--- src/rtl/plazer_st_arb_pkg.sv ---
// Shared types and helpers for the packet-aware Avalon-ST round-robin arbiter.
package plazer_st_arb_pkg;

  // Arbiter FSM: IDLE picks the next source, LOCKED forwards one packet.
  typedef enum logic [0:0] {
    ARB_IDLE   = 1'b0,
    ARB_LOCKED = 1'b1
  } arb_state_e;

  // Width of the delivered-packet counter.
  localparam int PKT_CNT_W = 16;

  // Widest channel encoding idx2ch can produce; callers truncate to CH_W.
  localparam int CH_MAX_W = 32;

  // Zero-extend a source index into a channel number.
  function automatic logic [CH_MAX_W-1:0] idx2ch(input logic [CH_MAX_W-1:0] idx);
    idx2ch = idx;
  endfunction

endpackage

--- src/rtl/plazer_rr_picker.sv ---
// Combinational round-robin search: first requester after `last_i`, with wrap.
module plazer_rr_picker
  import plazer_st_arb_pkg::*;
#(
  parameter int NUM_IN = 4,
  parameter int IDX_W  = 2
) (
  input  logic [NUM_IN-1:0] req_i,
  input  logic [IDX_W-1:0]  last_i,
  output logic [IDX_W-1:0]  pick_o,
  output logic              any_o
);

  int               cand_s;
  logic [IDX_W-1:0] idx_s;

  // Walk last+1, last+2, ... last+NUM_IN (last itself comes last) and keep the first hit.
  always_comb begin
    pick_o = '0;
    any_o  = 1'b0;
    cand_s = 0;
    idx_s  = '0;
    for (int k = 1; k <= NUM_IN; k++) begin
      cand_s = (int'(last_i) + k) % NUM_IN;
      idx_s  = cand_s[IDX_W-1:0];
      if (!any_o && req_i[idx_s]) begin
        pick_o = idx_s;
        any_o  = 1'b1;
      end else begin
        pick_o = pick_o;
        any_o  = any_o;
      end
    end
  end

endmodule

--- src/rtl/plazer_master_0_st_pkt_arbiter.sv ---
// Packet-aware round-robin arbiter sharing one channelized Avalon-ST path
// between NUM_IN packet sources. The grant is locked from the first accepted
// beat to EOP; every output beat carries the granted source on out_channel.
// Optional build macro PLAZER_ARB_PKT_COUNT_EN enables the delivered-EOP
// counter on out_pkt_count; without it that port is tied to zero.
module plazer_master_0_st_pkt_arbiter
  import plazer_st_arb_pkg::*;
#(
  parameter int NUM_IN = 4,
  parameter int DATA_W = 8,
  parameter int CH_W   = 8
) (
  input  logic                     clk,
  input  logic                     reset,
  input  logic [NUM_IN-1:0]        in_valid,
  input  logic [NUM_IN*DATA_W-1:0] in_data,
  input  logic [NUM_IN-1:0]        in_startofpacket,
  input  logic [NUM_IN-1:0]        in_endofpacket,
  output logic [NUM_IN-1:0]        in_ready,
  input  logic                     out_ready,
  output logic                     out_valid,
  output logic [DATA_W-1:0]        out_data,
  output logic                     out_startofpacket,
  output logic                     out_endofpacket,
  output logic [CH_W-1:0]          out_channel,
  output logic [PKT_CNT_W-1:0]     out_pkt_count
);

  localparam int IDX_W = (NUM_IN > 1) ? $clog2(NUM_IN) : 1;

  arb_state_e        state_q;
  logic [IDX_W-1:0]  grant_q;
  logic [IDX_W-1:0]  last_grant_q;
  logic [IDX_W-1:0]  pick_s;
  logic              any_s;

  logic              out_valid_q;
  logic [DATA_W-1:0] out_data_q;
  logic              out_sop_q;
  logic              out_eop_q;
  logic [CH_W-1:0]   out_channel_q;

  logic              sel_valid_s;
  logic [DATA_W-1:0] sel_data_s;
  logic              sel_sop_s;
  logic              sel_eop_s;
  logic              accept_s;
  logic              transfer_s;
  logic [NUM_IN-1:0] in_ready_s;

  plazer_rr_picker #(
    .NUM_IN (NUM_IN),
    .IDX_W  (IDX_W)
  ) u_picker (
    .req_i  (in_valid),
    .last_i (last_grant_q),
    .pick_o (pick_s),
    .any_o  (any_s)
  );

  // Select the granted source's beat and decide whether it moves this cycle.
  always_comb begin
    sel_valid_s = in_valid[grant_q];
    sel_data_s  = in_data[grant_q*DATA_W +: DATA_W];
    sel_sop_s   = in_startofpacket[grant_q];
    sel_eop_s   = in_endofpacket[grant_q];
    // Output register can take a beat if empty or draining this cycle.
    accept_s    = !out_valid_q || out_ready;
    in_ready_s  = '0;
    if (state_q == ARB_LOCKED) begin
      in_ready_s[grant_q] = accept_s;
    end else begin
      in_ready_s = '0;
    end
    transfer_s = (state_q == ARB_LOCKED) && sel_valid_s && accept_s;
  end

  // Arbitration FSM plus the registered output stage.
  always_ff @(posedge clk or posedge reset) begin
    if (reset) begin
      state_q       <= ARB_IDLE;
      grant_q       <= '0;
      last_grant_q  <= IDX_W'(NUM_IN - 1);
      out_valid_q   <= 1'b0;
      out_data_q    <= '0;
      out_sop_q     <= 1'b0;
      out_eop_q     <= 1'b0;
      out_channel_q <= '0;
    end else begin
      case (state_q)
        ARB_IDLE: begin
          // The IDLE cycle is the deliberate bubble between packets.
          if (any_s) begin
            grant_q <= pick_s;
            state_q <= ARB_LOCKED;
          end else begin
            state_q <= ARB_IDLE;
          end
        end
        ARB_LOCKED: begin
          // Only EOP releases the grant; a stalled or mid-packet SOP source keeps it.
          if (transfer_s && sel_eop_s) begin
            last_grant_q <= grant_q;
            state_q      <= ARB_IDLE;
          end else begin
            state_q <= ARB_LOCKED;
          end
        end
        default: begin
          state_q <= ARB_IDLE;
        end
      endcase

      if (transfer_s) begin
        out_valid_q   <= 1'b1;
        out_data_q    <= sel_data_s;
        out_sop_q     <= sel_sop_s;
        out_eop_q     <= sel_eop_s;
        out_channel_q <= CH_W'(idx2ch(CH_MAX_W'(grant_q)));
      end else if (out_ready) begin
        out_valid_q <= 1'b0;
      end else begin
        out_valid_q <= out_valid_q;
      end
    end
  end

  assign in_ready          = in_ready_s;
  assign out_valid         = out_valid_q;
  assign out_data          = out_data_q;
  assign out_startofpacket = out_sop_q;
  assign out_endofpacket   = out_eop_q;
  assign out_channel       = out_channel_q;

`ifdef PLAZER_ARB_PKT_COUNT_EN
  logic [PKT_CNT_W-1:0] pkt_cnt_q;

  // Count EOP beats accepted downstream; wraps naturally at the top.
  always_ff @(posedge clk or posedge reset) begin
    if (reset) begin
      pkt_cnt_q <= '0;
    end else if (out_valid_q && out_ready && out_eop_q) begin
      pkt_cnt_q <= pkt_cnt_q + PKT_CNT_W'(1);
    end else begin
      pkt_cnt_q <= pkt_cnt_q;
    end
  end

  assign out_pkt_count = pkt_cnt_q;
`else
  assign out_pkt_count = '0;
`endif

endmodule
--- config.mk ---
export PLATFORM = sky130hd
export DESIGN_NAME = plazer_master_0_st_pkt_arbiter
export DESIGN_NICKNAME = d
export VERILOG_FILES = /design/src/rtl/plazer_st_arb_pkg.sv /design/src/rtl/plazer_rr_picker.sv /design/src/rtl/plazer_master_0_st_pkt_arbiter.sv
export SDC_FILE = /design/constraint.sdc
export NUM_CORES = 1
export LEC_CHECK = 0
export ABC_AREA = 1
export BUFFER_PORTS_ARGS = -buffer_cell sky130_fd_sc_hd__buf_2
export CAP_MARGIN = 0
export CORE_AREA = 3 3 64 66
export DETAILED_ROUTE_END_ITERATION = 8
export DIE_AREA = 0 0 67 69
export PLACE_DENSITY = 0.78
export SLEW_MARGIN = 15
export SYNTH_ARGS = -nofsm -noshare
export SYNTH_HDL_FRONTEND = slang
export SYNTH_SLANG_ARGS = --single-unit
--- constraint.sdc ---
create_clock -name clk -period 1.9 [get_ports clk]
set_clock_uncertainty 0.05 [all_clocks]
set_input_delay 0.38 -clock clk [delete_from_list [all_inputs] [get_ports clk]]
set_output_delay 0.38 -clock clk [all_outputs]
set_load 0.1 [all_outputs]
* Yosys cells after proc, flatten, opt, wreduce, memory -nomap -nowiden
Index checks and enable logic that the tools add are counted.
** Word-level totals
- Word-level logic and storage cells :: 66
- Output and inout port bits :: 39
- Bits in registers :: 18
** Operators by class
- Bitwise operators :: 2
- Shift operators :: 1
- Add/subtract/negate cells :: 4
- Reduce and logical (&&, ||, !) cells :: 15
- Muxes and demuxes :: 30
- Magnitude comparators :: 6
** Operators with widths (count)
- $shiftx A32 B6 Y8 :: 1
- $mux W1 :: 16
- $lt A2 B3 Y1 const B :: 5
- $bmux W1 S2 :: 7
- $mux W2 :: 4
- $logic_and A1 B1 Y1 :: 7
- $add A2 B1 Y2 const B :: 2
- $add A2 B2 Y2 const B :: 2
- $and A4 B4 Y4 :: 1
- $logic_not A1 Y1 :: 4
- $mux W4 :: 1
- $reduce_and A2 Y1 :: 2
- $demux W1 S2 :: 1
- $ge A2 B1 Y1 const B :: 1
- $pmux W1 S2 :: 1
- $reduce_bool A2 Y1 :: 1
- $logic_or A1 B1 Y1 :: 1
- $not A1 Y1 :: 1

* Depth between registers and ports, before layout
Gate-level depths: netlist (run 1).
- Word-level depth :: 15
- Mapped depth :: 12
- Depth with buffers taken out :: 11

* Hierarchy
A second synthesis (run 1) with hierarchy kept.
** Second synthesis, totals
- Cells, all modules :: 229
- Area total of the unflattened synthesis :: 1552.7 sq um
** By module, submodules not included
- plazer_master_0_st_pkt_arbiter :: cells an instance 177, times used 1, area each 1281.2 sq um
- plazer_rr_picker :: cells an instance 52, times used 1, area each 271.5 sq um

* Worst setup path before layout (run 1)
Ideal clock, no wire load.
- Path type :: register -> output
- From :: register out_valid_q, in the netlist out_valid
- To :: output in_ready[0]
- Setup slack :: -1.724 ns
- Data arrival time :: 3.194 ns
- Cell stages (with the launch flop) :: 6
- Path buffers :: 0
- Cell sequence :: dfrtp_1 > inv_1 > nor2_1 > inv_1 > nand2_1 > nor3_1
** On the way
- Longest elaborated chain between the ends :: 4
** Ends and longest elaborated chain
- start: declaration :: RTL line plazer_master_0_st_pkt_arbiter.sv:37 : logic out_valid_q;
- start signal: assignment :: RTL line plazer_master_0_st_pkt_arbiter.sv:123 : out_valid_q <= out_valid_q;
- $logic_not A1 Y1 :: RTL line plazer_master_0_st_pkt_arbiter.sv:68 : accept_s = !out_valid_q || out_ready;
- $logic_or A1 B1 Y1 :: RTL line plazer_master_0_st_pkt_arbiter.sv:68
- $and A4 B4 Y4 (no source line)
- $mux W4 :: RTL line plazer_master_0_st_pkt_arbiter.sv:70 : if (state_q == ARB_LOCKED) begin
- end: declaration :: RTL line plazer_master_0_st_pkt_arbiter.sv:19 : output logic [NUM_IN-1:0] in_ready,
Every way passes these cells.

* Worst setup path in the final report (run 1)
- From :: register grant_q[0]
- To :: output in_ready[0]
** On the way
- Longest elaborated chain between the ends :: 6
- Elaborated cells between the ends (all ways) :: 7
- Those cells by class :: order compare: 2; mux: 3; bitwise: 1; reduce/logical: 1
** Ends and longest elaborated chain
- start: declaration :: RTL line plazer_master_0_st_pkt_arbiter.sv:32 : logic [IDX_W-1:0] grant_q;
- start signal: assignment :: RTL line plazer_master_0_st_pkt_arbiter.sv:94 : grant_q <= pick_s;
- $lt A2 B3 Y1 (implied by the code) / $ge A2 B1 Y1 (equally long branches) :: RTL line plazer_master_0_st_pkt_arbiter.sv:71 : in_ready_s[grant_q] = accept_s;
- $logic_and A1 B1 Y1 (implied by the code) :: RTL line plazer_master_0_st_pkt_arbiter.sv:71
- $mux W1 (implied by the code) :: RTL line plazer_master_0_st_pkt_arbiter.sv:71
- $demux W1 S2 * :: RTL line plazer_master_0_st_pkt_arbiter.sv:71
- $and A4 B4 Y4 (no source line) *
- $mux W4 * :: RTL line plazer_master_0_st_pkt_arbiter.sv:70
Mark *: on every way between the ends. The rest lies on a longest branch, timed or not.

==> results.cfg, run 1 <==
[setup_path]
path_max_fanout = 7
start_kind = flop
worstSetupPathType = flop to primary output
rr_endpoint = state_q
ff2ff_path_depth = 8
worstPathArrival_ns = 1.38
rr_startpoint = grant_q[0]
reg2reg_slack_ns = 0.22
cp-end-kind = primary output
cp_data_required_time_ns = 1.47

[floorplan]
num_rows = 22
die_x_um = 67
die-height_um = 69
core_region_area_mm2 = 0.00363
start_util_pct = 43.7
io_pins = 86
dieArea_mm2 = 0.00462

[sta]
tns_ns = 0
hold_violations = 0
rsz0062_at_grt = false
setup_ws_ns = 0.0857
period_share_pct = 95.5
finalSetupViolCount = 0
period_minus_slack_ns = 1.81
slew_violations = 0
clock.fmax_ghz = 0.551

[synth]
avgSynthCellArea_um2 = 7.32
synth.area.mux_share_pct = 0
synth_seq_cells = 18
synth_cell_types = 26
synth_compound_area_share_pct = 8.35
synth_simple_gate_area_share_pct = 41.6
ys.warnings.count = 0
syn_inst = 217
synth_area_mm2 = 0.00159
synthAdderAreaFrac_pct = 0
post_synth_xor_area_fraction_pct = 0
ys_seq_area_share_pct = 28.5
synth_top_family_by_area = simple AND/OR/NAND/NOR gates

[run_status]
status = completed

[clock_network]
clk_path_buf_depth = 2
cts_tree = yes
htreeDepth = 1
cts.sinks = 18
cts.clk_slew.worst_paths_ns = 0.07
cts_buffers = 3
clkLatencyLatePin_ns = 0.25
cts_root_buffer = clkbuf_8
cts_hold_buf = 0

[global_routing]
track_usage_pct = 18.0
antenna_found_initial = 0
grt_first_pass_wirelength_mm = 6.67
grt_pass1_vias = 1531
gr-total-overflow = 0
grt_max_degree = 17

[cells_and_area]
postLayoutCoreUtil_pct = 55.0
fin_nets = 329
antenna_cells = 0
synthToLayoutAreaGrowth_pct = 25.8
fill_cells = 372
drive_gt1_share_pct = 44.5

[route]
drt_wl_total_mm = 3.94
vias = 1533
vias_per_cell = 4.66
drt_first_pass_iters = 4
drt_iter0_drc = 29
wl_per_cell_um = 12.0
ant_nets = 0
drc_errors = 0

[place]
place_congestion = 0.808
place_hpwl_mm = 3.23
port_buffers = 63
dp_slack_ns = 0.247

[run]
drv_cap = 0

[worst_hold_path]
hold_path.class = primary input to asynchronous set/reset pin
## Yosys cell counts
library cell  instances  area [µm²]
nand2_1              80         300
buf_4                26         195
nand2_2              20         125
nand3_1              17        85.1
dfrtp_1              16         400
a22oi_1               9        67.6
inv_1                 8        30.0
buf_6                 5        56.3
nor2_1                5        18.8
a22oi_2               4        50.1
inv_2                 4        15.0
nor3_1                3        15.0
o21ai_0               3        15.0
dfstp_2               2        52.6
inv_4                 2        12.5
nand3_2               2        20.0
nor2_4                2        22.5
buf_12                1        20.0
conb_1                1        3.75
inv_6                 1        8.76
nand2_4               1        11.3
nand3_4               1        17.5
nand4_1               1        6.26
nand4_2               1        12.5
nor2_2                1        6.26
nor2_8                1        20.0
## flip-flops by register name, summed over array words and instances, names as in the netlist
register	flops
out_startofpacket	1
last_grant_q	2
out_valid	1
out_endofpacket	1
grant_q	2
state_q	1
out_data	8
out_channel	2
## cell usage in the layout, fill, tap and decap left out
cell type  count
nand2_1       79
buf_2         59
conb_1        22
nand2_2       20
nand3_1       17
dfrtp_1       15
a22oi_1        9
buf_4          8
inv_2          6
inv_1          6
a22oi_2        4
nor2_1         4
clkbuf_8       4
buf_12         4
nor2_4         3
o21ai_0        3
nor3_4         3
inv_4          2
nand3_2        2
nand2_4        2
dfstp_2        2
nor2_2         1
nand3_4        1
nand4_2        1
inv_6          1
nor2_8         1
nand4_1        1
dfrtp_4        1
## layer usage
| layer | global-route usage [%] | share of wire (%) | up-vias |
|---|---|---|---|
| met4 | 5.41 | 2.3 | 0 |
| met5 | 0 | 0 | - |
| met2 | 31.3 | 52 | 66 |
| met3 | 3.09 | 6.6 | 8 |
| li1 | - | - | 770 |
| met1 | 22.2 | 39 | 689 |
## worst max-delay path by stage
stage	slack, ns	start	cells past startpoint	endpoint
2_1_floorplan	-0.28	out_valid	5	in_ready[0]
3_3_place_gp	0.28	out_valid	6	in_ready[0]
3_5_place_dp	0.25	out_valid	6	in_ready[0]
4_1_cts	0.05	out_valid	6	in_ready[0]
5_1_grt	0.02	grant_q[0]	3	in_ready[1]
6_report	0.09	grant_q[0]	3	in_ready[0]
## worst max-delay path, cell delays in order, from the launching register on
cell and delay, ns:
dfrtp_1 0.51, buf_4 0.22, nor3_4 0.21, buf_12 0.20
## through the flow
step | area (µm²) | hold WS (ns) | std cells
after floorplan | 1720 | 0.267 | 238
after CTS | 2000 | 0.0559 | 329
final | 2000 | 0.0403 | 329
after global placement | 1940 | 0.317 | 324
after detailed placement | 1940 | 0.325 | 324
after global routing | 2000 | 0.0702 | 329
## cell type report
cell class / instances / area [µm²] / area share [%]
inverter: 15 / 66.3 / 3.32
clock buffer: 4 / 55.1 / 2.76
timing repair buffer: 71 / 435 / 21.8
sequential: 18 / 457 / 22.9
multi-input combinational: 173 / 925 / 46.3
tap: 48 / 60.1 / 3.01
## cells by family after synthesis
logic type	count (synthesis)
AOI/OAI and AO/OA	16
other	1
buffers and inverters	47
and+or+nand+nor	135
DFF	18
## repair_timing
| action | CTS | global route |
|---|---|---|
| gates resized for setup | 0 | 0 |
| setup buffers | 1 | 0 |
| pin swaps | 0 | 1 |
| setup endpoints to repair | 1 | 1 |
Power of run 1 is not shown: default switching activity piles up to over one toggle a cycle in this logic, so the estimate is an artifact.
==> run 2: changes to the inputs <==
--- a/config.mk
+++ b/config.mk
@@ -5,13 +5,13 @@
 export SDC_FILE = /design/constraint.sdc
 export NUM_CORES = 1
 export LEC_CHECK = 0
-export ABC_AREA = 1
+export ABC_AREA = 0
 export BUFFER_PORTS_ARGS = -buffer_cell sky130_fd_sc_hd__buf_2
 export CAP_MARGIN = 0
-export CORE_AREA = 3 3 64 66
+export CORE_AREA = 3 3 60 62
 export DETAILED_ROUTE_END_ITERATION = 8
-export DIE_AREA = 0 0 67 69
-export PLACE_DENSITY = 0.78
+export DIE_AREA = 0 0 63 65
+export PLACE_DENSITY = 0.79
 export SLEW_MARGIN = 15
 export SYNTH_ARGS = -nofsm -noshare
 export SYNTH_HDL_FRONTEND = slang
==> run 2 against run 1 <==
- critical path depth increased by 1
- non-clock buffer count decreased by 1
- die area decreased by 11%
- register-to-register slack got worse by 0.12 ns
- final cell count decreased by 34%
- area after synthesis decreased by 17%
- via count decreased by 34%
- design area decreased by 11%
- wire length decreased by 27%
==> results.cfg, run 2 <==
[synth]
synth_area_leaders = dfrtp_1 30%, buf_4 13%, mux4_2 10%
synthFlopType = dfrtp_1
yosysMostFrequentCell = buf_4
ys_seq_area_share_pct = 34.5
netlist.area_leader.share_pct = 30.5
avgSynthCellArea_um2 = 12.5
ys.warnings.count = 0
yosysTopAreaCell = dfrtp_1
synth_area_mm2 = 0.00131
synth_seq_cells = 18
synthArstFlopShare_pct = 100
syn_inst = 105
synth_cell_types = 34
synth-edff-count = 0
synth_common_cells = 22 x buf_4, 16 x dfrtp_1, 8 x mux2_4

[floorplan]
io_pins = 86
start_util_pct = 42.7
die_x_um = 63
core_region_area_mm2 = 0.00308
num_rows = 20
dieArea_mm2 = 0.00410
die-height_um = 65

[run]
drv_cap = 0

[clock_network]
cts_buffers = 3
clk_path_buf_depth = 2
clkLatencyLatePin_ns = 0.30
cts_tree = yes
cts.sinks = 18
cts_root_buffer = clkbuf_4
cts_hold_buf = 0
cts.clk_slew.worst_paths_ns = 0.10
htreeDepth = 1

[cells_and_area]
fin_nets = 220
final_common_cell = buf_2
layout_common_cells = 59 x buf_2, 22 x conb_1, 13 x dfrtp_1
finalInstanceArea_mm2 = 0.00178
largest_reg_flops = 8
stdcell_count = 216
drive_gt1_share_pct = 62.2
fill_cells = 250
antenna_cells = 0
synthToLayoutAreaGrowth_pct = 35.7

[route]
ant_nets = 0
drt_wl_total_mm = 2.89
drc_errors = 0
wl_per_cell_um = 13.4
vias_per_cell = 4.70
vias = 1015
drt_first_pass_iters = 4
drt_iter0_drc = 40

[setup_path]
cp-end-kind = primary output
worstSetupPathType = flop to primary output
start_kind = flop
cp_data_required_time_ns = 1.47
worstPathArrival_ns = 1.39
path_max_fanout = 5

[sta]
period_minus_slack_ns = 1.82
slew_headroom_pct = 55.8
rsz0062_at_grt = false
finalSetupViolCount = 0
clock.fmax_ghz = 0.549
period_share_pct = 95.9
hold_violations = 0
slew_violations = 0
tightest_slew_ns = 0.662

[global_routing]
grt_first_pass_wirelength_mm = 4.80
gr-total-overflow = 0
grt_max_degree = 19
grt_pass1_vias = 1016
antenna_found_initial = 0
track_usage_pct = 15.0

[run_status]
status = completed

[place]
place_inst = 210
place_area_mm2 = 0.00171
port_buffers = 63
place_congestion = 0.739
place_hpwl_mm = 2.34

[worst_hold_path]
hold_path.class = primary input to asynchronous set/reset pin
==> run 2: area by class of cell <==
class / instances / area [µm²] / share of cell area (%)
Sequential cell: 18 / 459 / 25.8
Multi-Input combinational cell: 77 / 777 / 43.6
Tap cell: 44 / 55.1 / 3.09
Inverter: 3 / 11.3 / 0.632
Timing Repair Buffer: 70 / 444 / 24.9
Clock buffer: 4 / 36.3 / 2.04
==> run 2: timing repair <==
item,4_1_cts,5_1_grt
cloned,0,0
buffers inserted,0,2
endpoints found under the setup margin,3,4
pin swaps,0,1
hold endpoints to repair,0,0
gates resized for setup,4,3
==> run 2: final timing paths <==
check                                from  slack (ns)        endpoint  depth (start not counted)
min in group clk                out_ready        0.34       out_valid                          3
hold / removal                      reset        0.11     out_data[5]                          2
setup / recovery                out_valid        0.08     in_ready[2]                          4
max in group asynchronous           reset        1.21       out_valid                          2
setup reg to reg               grant_q[0]        0.10     out_data[0]                          3
hold reg to reg            out_channel[0]        0.45  out_channel[0]                          1
==> run 2: logic make-up after synthesis <==
kind of cell           after synthesis  share of synthesized area (%)
buffers and inverters               31                           16.8
muxes                               25                           34.4
and+or+nand+nor                     21                           8.95
DFF                                 18                           34.5
AOI/OAI and AO/OA                    9                           5.14
other                                1                          0.285
==> run 2: metal layers <==
metal / up-vias / global-route usage (%) / share of wire, %
met3: 4 / 5.03 / 11
met1: 467 / 18.7 / 42
met4: 0 / 3.31 / 0.83
met5: - / 0 / 0
li1: 479 / - / -
met2: 65 / 25.2 / 46
==> run 2: critical path, cell delays in order, from the launching register on <==
cell	delay, ns
dfrtp_4	0.50
nand2b_4	0.11
nand2_4	0.08
nor3_4	0.20
buf_12	0.20
==> run 2: per-stage QoR <==
stage | utilization (%) | hold WS (ns) | worst slack [ns] | TNS, ns
final | 57.9 | 0.105 | 0.0788 | 0
after global routing | 57.9 | 0.136 | 0.000257 | 0
after CTS | 57.1 | 0.119 | 0.0279 | 0
after detailed placement | 55.5 | 0.423 | 0.0229 | 0
after global placement | 55.5 | 0.424 | 0.0581 | 0
after floorplan | - | 0.267 | -0.192 | -0.411
Power of run 2 is left out for the same reason.
==> run 3: changes to the inputs <==
--- a/config.mk
+++ b/config.mk
@@ -6,12 +6,12 @@
 export NUM_CORES = 1
 export LEC_CHECK = 0
 export ABC_AREA = 0
-export BUFFER_PORTS_ARGS = -buffer_cell sky130_fd_sc_hd__buf_2
 export CAP_MARGIN = 0
-export CORE_AREA = 3 3 60 62
+export CORE_AREA = 3 3 51 53
 export DETAILED_ROUTE_END_ITERATION = 8
-export DIE_AREA = 0 0 63 65
-export PLACE_DENSITY = 0.79
+export DIE_AREA = 0 0 54 56
+export DONT_BUFFER_PORTS = 1
+export PLACE_DENSITY = 0.74
 export SLEW_MARGIN = 15
 export SYNTH_ARGS = -nofsm -noshare
 export SYNTH_HDL_FRONTEND = slang
==> run 3 against run 2 <==
- hold slack got worse by 0.10 ns
- wire length shrank 11%
- worst setup slack worse by 0.018 ns
- non-clock buffer count is 60 lower
- core utilization is 8.7 points higher
- clock-buffer cell count did not move
- global-route usage rose by 1.0 points
- sequential share of layout area rose by 5.6 points
- die area shrank 26%
- highest routed layer unchanged
==> results.cfg, run 3 (synthesis results as in run 2) <==
[place]
place_congestion = 0.773
place_hpwl_mm = 2.06
port_buffers = 0

[setup_path]
rr_endpoint = out_data[0]
cp.buffers_inverters = 0
slowest_delay_ns = 0.56
worstPathArrival_ns = 1.98
path_cells = mux4_2 -> nand3_2 -> mux2_2
start_kind = flop
slowest_stage = mux4_2
cp-end-kind = flop
worstSetupPathType = flop to flop
critPathTopFamily = multiplexers
path_max_fanout = 11
ff2ff_path_depth = 3
reg2reg_slack_ns = 0.06
cp_data_required_time_ns = 2.04
rr_startpoint = grant_q[0]

[route]
drt_iter0_drc = 14
drt_first_pass_iters = 3
ant_nets = 0
vias_per_cell = 5.76
vias = 806
drc_errors = 0
drt_wl_total_mm = 2.56
wl_per_cell_um = 18.3

[cells_and_area]
fin_nets = 160
largest_reg_flops = 8
layout_common_cells = 22 x conb_1, 14 x dfrtp_1, 8 x mux2_4
postLayoutCoreUtil_pct = 66.6
final_common_cell = conb_1
synthToLayoutAreaGrowth_pct = 11.0
antenna_cells = 0
fill_cells = 161
drive_gt1_share_pct = 41.1

[worst_hold_path]
hold_path.class = primary input to asynchronous set/reset pin

[sta]
period_minus_slack_ns = 1.84
tightest_slew_ns = 0.923
period_share_pct = 96.8
slew_violations = 0
slew_headroom_pct = 38.5
clock.fmax_ghz = 0.544
hold_violations = 0
finalSetupViolCount = 0
rsz0062_at_grt = false

[global_routing]
grt_first_pass_wirelength_mm = 3.64
track_usage_pct = 16.1
antenna_found_initial = 0
grt_pass1_vias = 780
gr-total-overflow = 0
grt_max_degree = 19

[clock_network]
cts_tree = yes
clk_path_buf_depth = 2
cts_root_buffer = clkbuf_4
htreeDepth = 1
cts_buffers = 3
cts.clk_slew.worst_paths_ns = 0.11
clkLatencyLatePin_ns = 0.30
cts.sinks = 18

[floorplan]
num_rows = 17
die_x_um = 54
core_region_area_mm2 = 0.00219
die-height_um = 56
start_util_pct = 60.0
io_pins = 86
dieArea_mm2 = 0.00302

[run]
drv_cap = 0

[run_status]
status = completed
==> run 3: cell types whose count changed in the layout (fill, tap and decap cells not counted) <==
cell	change
buf_4	-1
dfrtp_1	+1
dfrtp_2	-1
buf_2	-59
==> run 3: per-stage QoR <==
| step | worst slack, ns | instance area (µm²) | cells | hold WS, ns | TNS [ns] |
|---|---|---|---|---|---|
| floorplan | -0.192 | 1450 | 126 | 0.267 | -0.411 |
| global placement | 0.129 | 1410 | 136 | 0.344 | 0 |
| detailed placement | 0.0645 | 1410 | 136 | 0.355 | 0 |
| CTS | 0.0171 | 1460 | 140 | 0.0283 | 0 |
| global route | 0.0132 | 1460 | 140 | 0.0537 | 0 |
| finish | 0.0612 | 1460 | 140 | 0.00380 | 0 |
==> run 3: cell type report <==
cell class / instances / area, µm² / area share, %
multi-input cells: 77 / 777 / 53.3
repair buffers: 10 / 141 / 9.69
clock buffers: 4 / 36.3 / 2.49
flip-flops and latches: 18 / 458 / 31.4
inverters: 3 / 11.3 / 0.772
well taps: 28 / 35.0 / 2.40
==> run 3: how the worst max path moves through the flow <==
stage | from | endpoint | slack [ns] | cells after the start
after CTS | grant_q[1] | in_ready[2] | 0.02 | 4
final | grant_q[0] | out_data[0] | 0.06 | 3
after floorplan | out_valid | in_ready[0] | -0.19 | 3
after global routing | out_valid | in_ready[1] | 0.01 | 4
after global placement | grant_q[0] | out_data[7] | 0.13 | 3
after detailed placement | grant_q[0] | out_data[0] | 0.06 | 3
==> run 3: repair_timing <==
action	4_1_cts	5_1_grt
hold buffers	0	0
endpoints found under the setup margin	2	3
resized for setup	2	1
pin swaps	0	1
buffers inserted	0	0
==> run 3: per-layer routing <==
layer | GRT usage [%] | wire length, µm | vias to the layer above
met5 | 0 | 0 | -
met1 | 18.0 | 933 | 401
li1 | - | - | 358
met3 | 5.36 | 241 | 4
met2 | 28.5 | 1370 | 43
met4 | 3.20 | 19 | 0
Power of run 3 is left out for the same reason.
